File: src/rtl/int_ctrl_defs.sv
// Shared int_ctrl definitions: source count, register offsets, cause codes.
// Mirrors the values software headers use for the interrupt controller.
package int_ctrl_defs;

  localparam int unsigned N_SRC = 6;

  // Word offsets decoded from ADDR[3:2]
  typedef enum logic [1:0] {
    RegPending = 2'd0,
    RegMask    = 2'd1,
    RegEdge    = 2'd2,
    RegCause   = 2'd3
  } reg_addr_e;

  localparam logic [31:0] CauseRam      = 32'd0;
  localparam logic [31:0] CauseDisk     = 32'd1;
  localparam logic [31:0] CauseVram     = 32'd2;
  localparam logic [31:0] CauseKeyboard = 32'd3;
  localparam logic [31:0] CauseCounter  = 32'd4;
  localparam logic [31:0] CauseSwitch   = 32'd5;

  // Index of the lowest set bit (0 when none); low index is highest priority.
  function automatic logic [31:0] lowest_set(input logic [31:0] vec);
    lowest_set = '0;
    for (int i = 31; i >= 0; i--) begin
      if (vec[i]) lowest_set = 32'(i);
    end
  endfunction

endpackage

File: src/rtl/int_sync_edge.sv
// One-bit 2-flop synchroniser followed by a delay flop for rising-edge detection.
module int_sync_edge (
  input  logic clk,
  input  logic rst,
  input  logic din,
  output logic sync,
  output logic rise
);

  logic meta_q, sync_q, dly_q;

  always_ff @(posedge clk) begin
    if (rst) begin
      meta_q <= 1'b0;
      sync_q <= 1'b0;
      dly_q  <= 1'b0;
    end else begin
      meta_q <= din;
      sync_q <= meta_q;
      dly_q  <= sync_q;
    end
  end

  assign sync = sync_q;
  assign rise = sync_q & ~dly_q;

endmodule

File: src/rtl/int_ctrl.sv
// Wishbone interrupt controller: pending/mask/edge registers, prioritised
// registered INT and CAUSE outputs.
module int_ctrl
  import int_ctrl_defs::*;
#(
  parameter int unsigned N_SRC = int_ctrl_defs::N_SRC
) (
  input  logic             clk,
  input  logic             rst,
  input  logic [N_SRC-1:0] irq,
  input  logic             STB,
  input  logic             WE,
  input  logic [31:0]      ADDR,
  input  logic [31:0]      DAT_I,
  output logic [31:0]      DAT_O,
  output logic             ACK,
  output logic             INT,
  output logic [31:0]      CAUSE
);

  logic [N_SRC-1:0] sync, rise;
  logic [N_SRC-1:0] pending_q, pending_d, mask_q, edge_q;
  logic [N_SRC-1:0] set_bits, clr_bits, qualified;
  logic             ack_q, int_q, wr_en, rd_en;
  logic [31:0]      dat_o_q, cause_q, rd_data;
  reg_addr_e        reg_sel;

  for (genvar g = 0; g < int'(N_SRC); g++) begin : g_sync
    int_sync_edge u_sync (
      .clk  (clk),
      .rst  (rst),
      .din  (irq[g]),
      .sync (sync[g]),
      .rise (rise[g])
    );
  end

  assign reg_sel = reg_addr_e'(ADDR[3:2]);
  // Only the first cycle of a strobe is a bus beat; ACK blocks the repeat.
  assign wr_en   = STB & WE & ~ack_q;
  assign rd_en   = STB & ~ack_q;

  always_comb begin
    set_bits = (edge_q & rise) | (~edge_q & sync);
    clr_bits = '0;
    if (wr_en && reg_sel == RegPending) clr_bits = DAT_I[N_SRC-1:0];
    // Set after clear so a simultaneous set wins
    pending_d = (pending_q & ~clr_bits) | set_bits;
    qualified = pending_q & mask_q;
    rd_data   = '0;
    unique case (reg_sel)
      RegPending: rd_data = {{(32-N_SRC){1'b0}}, pending_q};
      RegMask:    rd_data = {{(32-N_SRC){1'b0}}, mask_q};
      RegEdge:    rd_data = {{(32-N_SRC){1'b0}}, edge_q};
      RegCause:   rd_data = cause_q;
    endcase
  end

  always_ff @(posedge clk) begin
    if (rst) begin
      pending_q <= '0;
      mask_q    <= '0;
      edge_q    <= '1;
      ack_q     <= 1'b0;
      int_q     <= 1'b0;
      cause_q   <= '0;
      dat_o_q   <= '0;
    end else begin
      pending_q <= pending_d;
      if (wr_en && reg_sel == RegMask) mask_q <= DAT_I[N_SRC-1:0];
      if (wr_en && reg_sel == RegEdge) edge_q <= DAT_I[N_SRC-1:0];
      ack_q     <= STB & ~ack_q;
      if (rd_en) dat_o_q <= rd_data;
      int_q     <= |qualified;
      cause_q   <= lowest_set({{(32-N_SRC){1'b0}}, qualified});
    end
  end

  assign DAT_O = dat_o_q;
  assign ACK   = ack_q;
  assign INT   = int_q;
  assign CAUSE = cause_q;

  logic unused_bits;
  assign unused_bits = ^{ADDR[31:4], ADDR[1:0], DAT_I[31:N_SRC]};

endmodule

File: config.mk
export PLATFORM = sky130hd
export DESIGN_NAME = int_ctrl
export DESIGN_NICKNAME = d
export VERILOG_FILES = /design/src/rtl/int_ctrl_defs.sv /design/src/rtl/int_sync_edge.sv /design/src/rtl/int_ctrl.sv
export SDC_FILE = /design/constraint.sdc
export NUM_CORES = 1
export LEC_CHECK = 0
export ABC_AREA = 1
export CAP_MARGIN = 20
export CORE_MARGIN = 1.5
export CORE_UTILIZATION = 36
export DETAILED_ROUTE_END_ITERATION = 7
export PLACE_DENSITY = 0.79
export SYNTH_ARGS = -nofsm -noshare
export SYNTH_HDL_FRONTEND = slang
export SYNTH_SLANG_ARGS = --single-unit
export TNS_END_PERCENT = 30
File: constraint.sdc
create_clock -name clk -period 1.35 [get_ports clk]
set_clock_uncertainty 0.2 [all_clocks]
set_input_delay 0.3375 -clock clk [delete_from_list [all_inputs] [get_ports clk]]
set_output_delay 0.3375 -clock clk [all_outputs]
set_load 0.02 [all_outputs]
Word level (Yosys, flattened, before mapping)

Cells that the tools add are included.

Bitwise operators: 24
Equal/unequal tests: 3
Multiplexer cells: 7
Reduce and logical (&&, ||, !) cells: 9

Operators by type and width:

| cell                                                                  | number |
|---|---|
| 32-bit one-hot mux with 4 select lines                                | 1 |
| 6-bit bitwise AND                                                     | 4 |
| 6-bit inverter                                                        | 2 |
| 6-bit bitwise OR                                                      | 2 |
| 6-bit OR reduction                                                    | 2 |
| 1-bit bitwise AND                                                     | 9 |
| 1-bit inverter                                                        | 7 |
| 3-bit two-way mux                                                     | 2 |
| 6-bit two-way mux                                                     | 1 |
| 5-bit OR reduction                                                    | 1 |
| 2-bit equality test, second input constant                            | 2 |
| 2-bit two-way mux                                                     | 2 |
| 1-bit logical AND                                                     | 3 |
| 3-bit OR reduction                                                    | 1 |
| 2-bit by 1-bit equality test with 1-bit output, second input constant | 1 |
| 2-bit logical NOT                                                     | 1 |
| 2-bit OR reduction                                                    | 1 |
| 1-bit two-way mux                                                     | 1 |

Flip-flop bits (word level): 102
Logic and storage cells: 71

Depth between registers and ports, before layout

Depth in word-level cells: 7
Gate-level depth with buffers: 7

Modules after synthesis

From an unflattened synthesis, not the netlist that was laid out.

Cell total of the unflattened synthesis: 288
Area, all modules: 2204.6 sq um

By module, submodules not included:

| module        | cells each | area each (sq um) | seq. area each (sq um) | instances |
|---|---|---|---|---|
| int_ctrl      | 228        | 1686.6            | 580.6                  | 1 |
| int_sync_edge | 10         | 86.3              | 60.1                   | 6 |

Worst setup path after synthesis

Ideal clock, no wire load.

Path kind: register to register
From: reg ack_q (netlist: ACK)
To: reg dat_o_q[0] (netlist: DAT_O[0])
Arrival time: 1.002 ns
Setup time: 0.109 ns
Cell stages (with the launch flop): 8
Setup slack: 0.039 ns
Path through: dfxtp_1 -> inv_2 -> nand2_2 -> clkinv_1 -> nor2_1 -> nor2_1 -> nand2_1 -> inv_1

Longest elaborated chain between the ends: 2

Ends and longest elaborated chain:

| element                | RTL line       | RTL |
|---|---|---|
| from (decl)            | int_ctrl.sv:24 | `logic ack_q, int_q, wr_en, rd_en;` |
| from (signal assigned) | int_ctrl.sv:72 | `ack_q <= STB & ~ack_q;` |
| 1-bit inverter         | int_ctrl.sv:41 | `assign rd_en = STB & ~ack_q;` |
| 1-bit bitwise AND      | int_ctrl.sv:41 |  |
| to (signal assigned)   | int_ctrl.sv:73 | `if (rd_en) dat_o_q <= rd_data;` |
| to (decl)              | int_ctrl.sv:25 | `logic [31:0] dat_o_q, cause_q, rd_data;` |

Every way passes these cells.
A chain may end at the register's enable or synchronous reset.

Worst setup path in the final report

From: reg ack_q (netlist: ACK)
To: reg mask_q[4]

Longest elaborated chain between the ends: 3

Ends and longest elaborated chain:

| element              | RTL line       | RTL |
|---|---|---|
| 1-bit inverter       | int_ctrl.sv:40 | `assign wr_en = STB & WE & ~ack_q;` |
| 1-bit bitwise AND    | int_ctrl.sv:40 |  |
| 1-bit logical AND    | int_ctrl.sv:70 | `if (wr_en && reg_sel == RegMask) mask_q <= DAT_I[N_SRC-1:0];` |
| to (signal assigned) | int_ctrl.sv:70 |  |
| to (decl)            | int_ctrl.sv:22 | `logic [N_SRC-1:0] pending_q, pending_d, mask_q, edge_q;` |

Every way passes these cells.

==> out/results.tsv <==
metric	value	unit
path_class	reg -> reg	
final_util	0.448	
synth-xor-area-share	0	
antenna_found_initial	0	
coreArea	5920	sq um
start_util	0.371	
grt_pass1_wl	6730	um
switchingPower	0.000802	W
period_share	1.05	
grt_pass1_vias	1477	
min_from	g_sync[3].u_sync.meta_q	
cp_slowest_cell	dfxtp_2	
route.detailed.drc	0	
synthMuxAreaShare	0	
crit_chain	buf_6, inv_4, nand2_4, nor2_4, buf_6, nand2_8, o21ai_2, nor2_1	
min_path_type	reg -> reg	
clk_latency	0.30	ns
rr_worst_depth	8	
cts_buffer_depth	2	
cp_max_fo	7	
ys_types	22	
synth_top_family_by_area	buffers and inverters	
cts_made_buffers	5	
setup_ws	-0.0706	ns
max_freq	704	MHz
whs	0.206	ns
pwr-share-seq	0.503	
finalMaxSlewViolations	0	
cp-end-kind	register	
n_antenna_cell	0	
powerDensity	1110	nW/um^2
area_growth	20.9	%
antenna_left	0	
crit_top_cell	buf_6	
die_width	81.1	um
tritoncts	yes	
multiInputGateArea	938	sq um
syn_area_per_cell	7.39	sq um
dieArea	6580	sq um
final.min_clock_period	1.42	ns
gp_congestion	0.829	
grt_max_degree	22	
synth_cells	297	
root_buffer	clkbuf_8	
cp-startpoint	ACK	
tns	-0.237	ns
r2r_start	ACK	
num_rows	28	
die_height	81.1	um
grt-ovfl-total	0	
wire_per_inst	9.76	um
violations	setup timing	
power.leakage	1.28	nW
max-vdd-ir-drop	0.000601	V
grt_use_total	0.134	
via_per_inst	4.19	
p_int	0.00215	W
place_hpwl	3150	um
cts.clk_slew.worst_paths	0.08	ns
combPwrFrac	0.159	
routed_wl	4090	um
vias	1757	
seq_area	953	sq um
synth-simple-area-share	0.238	
drive_above_1_share	0.195	
yosys.area_share.adder	0	
setup_viol	6	
finalHoldViolCount	0	
synth-seq-area-share	0.428	
finalNetCount	418	
status	finished with violations	
endpoint	mask_q[4]	
worstPathRequired	1.35	ns
r2r_slack	-0.07	ns
first_pass_iters	5	
fillers	621	
maxCapViolations	0	
yosysWarnings	0	
start_kind	register	
htreeDepth	2	
ioPinCount	140	
cts.sinks	47	
ys_ff_latch	47	
cts_setup_buffers	0	
slowest_delay	0.33	ns
port_buffers	28	
switching_share	0.272	
cp_data_arrival_time	1.42	ns
clockPowerShare	0.338	
rsz0062_at_grt	yes	
rr_endpoint	mask_q[4]	
first_iter_violations	88	
synth_compound_area_frac	0.0684	
synthesis.area	2200	sq um
==> power by group through the flow <==
stage          logic, W  clock network [W]  registers, W
6_report       0.000471           0.000998       0.00148
5_1_grt        0.000523            0.00109       0.00149
4_1_cts        0.000445            0.00102       0.00148
3_5_place_dp   0.000457                  0       0.00151
3_3_place_gp   0.000451                  0       0.00151
2_1_floorplan  0.000395                  0       0.00152
==> area by class of cell <==
class / count / area share
inverter: 37 / 0.0561
clock buffer: 5 / 0.0259
tap: 75 / 0.0353
sequential: 47 / 0.359
multi-input combinational: 206 / 0.353
clock inverter: 2 / 0.0141
timing repair buffer: 47 / 0.156
==> layer usage <==
layer | vias to the layer above | track usage | wire, um
li1 | 893 | - | -
met1 | 784 | 0.170 | 1810
met2 | 70 | 0.213 | 1870
met3 | 10 | 0.0337 | 306
met4 | 0 | 0.0621 | 104
met5 | - | 0 | 0
==> state kept, by name (all words and copies together) (netlist names) <==
register              cells
edge_q                    6
INT                       1
pending_q                 6
g_sync.u_sync.sync        6
CAUSE                     3
mask_q                    6
ACK                       1
DAT_O                     6
g_sync.u_sync.dly_q       6
g_sync.u_sync.meta_q      6
==> cell usage after synthesis (all sizes together) <==
cell	count	area, sq um
a21boi	1	7.51
a21oi	7	35.0
a31oi	4	25.0
buf	59	433
clkbuf	2	7.51
clkinv	1	3.75
conb	1	3.75
dfxtp	47	941
inv	36	135
nand2	57	226
nand3	18	95.1
nand4	2	12.5
nor2	46	188
o21ai	15	75.1
o21bai	1	7.51
==> through the flow <==
step           instances  total power, W  setup WS (ns)  cell area [sq um]
2_1_floorplan        351         0.00192         0.0390               2400
3_3_place_gp         412         0.00196         -0.434               2490
3_5_place_dp         412         0.00197         -0.435               2490
4_1_cts              419         0.00295        -0.0749               2550
5_1_grt              419         0.00310         -0.116               2660
6_report             419         0.00295        -0.0706               2660
==> timing repair <==
| item | in CTS | in global routing |
|---|---|---|
| resized for setup | 50 | 37 |
| setup endpoints to repair | 34 | 36 |
| pin swaps | 2 | 5 |
| hold buffers | 0 | 0 |
| gates cloned | 0 | 0 |
==> logic make-up after synthesis <==
logic type | after synthesis
AOI/OAI and AO/OA | 28
buffers and inverters | 98
DFF | 47
other | 1
and+or+nand+nor | 123
==> cells in the final DEF (no fill, tap or decap), types with 2 or more instances in the layout <==
cell type         n
o21ai_1           8
conb_1           55
clkbuf_8          5
nand2_1          52
dlygate4sd2_1     2
clkdlybuf4s50_1  14
nand4_1           2
inv_1            32
buf_4            24
buf_2             2
nand2_2           3
nand3_2           3
a31oi_1           4
nand3_1          14
a21oi_1           6
nor2_4            2
nor2_1           44
buf_6             3
o21ai_2           4
dfxtp_2          10
inv_4             2
o21ai_0           3
dfxtp_1          37
==> worst max-delay path, delay by kind of cell, from the launching register on <==
family | cells | cell delay, ns
buffers and inverters | 3 | 0.29
and+or+nand+nor | 4 | 0.35
DFF | 1 | 0.33
AOI/OAI and AO/OA | 1 | 0.15
==> worst min path at each step <==
stage / to / slack, ns / cells past startpoint
final: g_sync[3].u_sync.sync / 0.21 / 2
after floorplan: g_sync[0].u_sync.sync / 0.19 / 2
after CTS: g_sync[5].u_sync.sync / 0.21 / 2
after global placement: g_sync[5].u_sync.sync / 0.19 / 2
after global routing: g_sync[5].u_sync.sync / 0.23 / 2
after detailed placement: g_sync[2].u_sync.sync / 0.20 / 2
(Power assumes the default switching activity.)
==> patch: new RTL, same flow settings <==
Register the input `irq` before use, with the module's reset. The logic sees it one clock later. The other inputs are not delayed to match.
--- a/src/rtl/int_ctrl.sv
+++ b/src/rtl/int_ctrl.sv
@@ -18,6 +18,16 @@
   output logic [31:0]      CAUSE
 );
 
+  logic [N_SRC-1:0] irq_q;
+
+  always_ff @(posedge clk) begin
+    if (rst) begin
+      irq_q <= '0;
+    end else begin
+      irq_q <= irq;
+    end
+  end
+
   logic [N_SRC-1:0] sync, rise;
   logic [N_SRC-1:0] pending_q, pending_d, mask_q, edge_q;
   logic [N_SRC-1:0] set_bits, clr_bits, qualified;
@@ -29,7 +39,7 @@
     int_sync_edge u_sync (
       .clk  (clk),
       .rst  (rst),
-      .din  (irq[g]),
+      .din  (irq_q[g]),
       .sync (sync[g]),
       .rise (rise[g])
     );
Function: changed (a bounded check fails within 10 cycles, from zero or initial values and one cycle with rst high).
==> patch against the unedited design <==
  * Cell area up 6.1%
  * Sequential cell count is 6 higher
  * Wire length grew 3.9%
  * Global-route usage shrank 1.3 points
  * Critical path depth decreased by 1
  * Die area grew 8.1%
  * Fmax rose by 7.1%
  * Core utilization is 0.74 points lower
  * Worst setup slack better by 0.094 ns
  * Area after synthesis rose by 8.4%
  * Total power rose by 0.50%
  * Largest power group unchanged
==> patch: results (changes against the unedited design) <==
worst min path class=register to register; Critical R2R Launch=ACK; Placer Congestion=0.960 (+16%); Synth Area in XOR/XNOR=0 (unchanged); Async SR Flop Fraction=0 (unchanged); CP Class=register to register; Synth Area in Compound Gates=0.0841 (+0.0157); sequential fraction of the synthesis area=0.446 (+0.0171); FF-to-FF path depth=7 (-1); clock network area share=0.0293 (-0.0107); DR vias=1796 (+2.2%); Reg area=1070 µm² (+12%); Min-Delay Path Depth=2 (unchanged); Seq cells=53 (+13%); Bufs on Longest Clock Path=2 (unchanged); clock buffers=6 (+1); reg-to-reg endpoint=mask_q[1]; Ys Warns=0 (unchanged); Hold Path Sink=g_sync[3].u_sync.meta_q; PnR worst setup slack=0.0230 ns (+0.0936 ns); largest net degree at the start of global routing=16 (-27%); Worst Path Arrival=1.33 ns (-0.09 ns); CP max FO=7 (unchanged); clock root buffer=clkbuf_8; sw frac=0.278 (+0.00661); Antenna diodes=0 (unchanged); drt first-iter violations=68 (-23%); setup bufs post-CTS=1 (+1); synth top area cells=dfxtp_1 45%, buf_4 18%, nand2_1 8.4%, nor2_1 7.3%, inv_1 6.6%; Multi-input gate area=968 µm² (+3.2%); DP Worst Slack=-0.565 ns (-0.129 ns); first-pass GRT wire length=6920 µm (+2.9%); Pre-antenna DRT Iters=4 (-1); Clk pwr share=0.284 (-0.054); status=complete, no violations; Cell variety after synth=25 (+14%); Port-buffer cells=28 (unchanged); H-tree depth=2 (unchanged); Buffers, non-clock=46 (-2.1%); Int Power=0.00214 W (-0.41%); Cell Rows=29 (+3.6%); layout cells sized above 1=0.185 (-0.00989); vias in the first global route=1635 (+11%); total CTS buffers=5 (unchanged); synth cell count leaders=57 x buf_4, 53 x dfxtp_1, 53 x nand2_1; nets=430 (+2.9%); P_seq=0.00165 W (+11%); non-clock inverter count=44 (+19%); Tot GR Track Use=0.121 (-0.0129); DPL Wire Length=3210 µm (+2.0%); leakage=1.36 nW (+5.9%); WL final=4250 µm (+3.9%); post-CTS sizing=65 (+30%); Hold Path Origin=irq_q[3]; Filler Cell Count=634 (+2.1%); Non-clock buffers, area share=0.151 (-0.00450); worst skew pair latency=0.30 ns (about the same); #MultiIn Comb=206 (unchanged); worst vdd ir=0.759 mV (+26%); Adder-Cell Fraction of Synth Area=0 (unchanged)
[patch: worst max-delay path, stage by stage, from the launching register on]
cell and delay [ns]:
dfxtp_2 0.34, inv_2 0.06, nand2_4 0.06, nor2_4 0.16
buf_6 0.14, nand2_8 0.07, o21ai_2 0.15, nor2_1 0.06
[patch: metrics by stage]
step	instance area (µm²)	TNS, ns	cells	hold slack, ns
final	2820	0	434	0.204
after global routing	2820	-0.233	434	0.209
after CTS	2760	-0.0832	434	0.206
after detailed placement	2660	-16.36	425	0.193
after global placement	2660	-15.46	425	0.189
after floorplan	2590	0	365	0.188
[patch: routing by layer]
metal | vias to the layer above | GRT usage | wire [µm]
met2 | 74 | 0.217 | 2150
met1 | 791 | 0.134 | 1650
met5 | - | 0 | 0
met3 | 9 | 0.0324 | 368
li1 | 922 | - | -
met4 | 0 | 0.0522 | 76
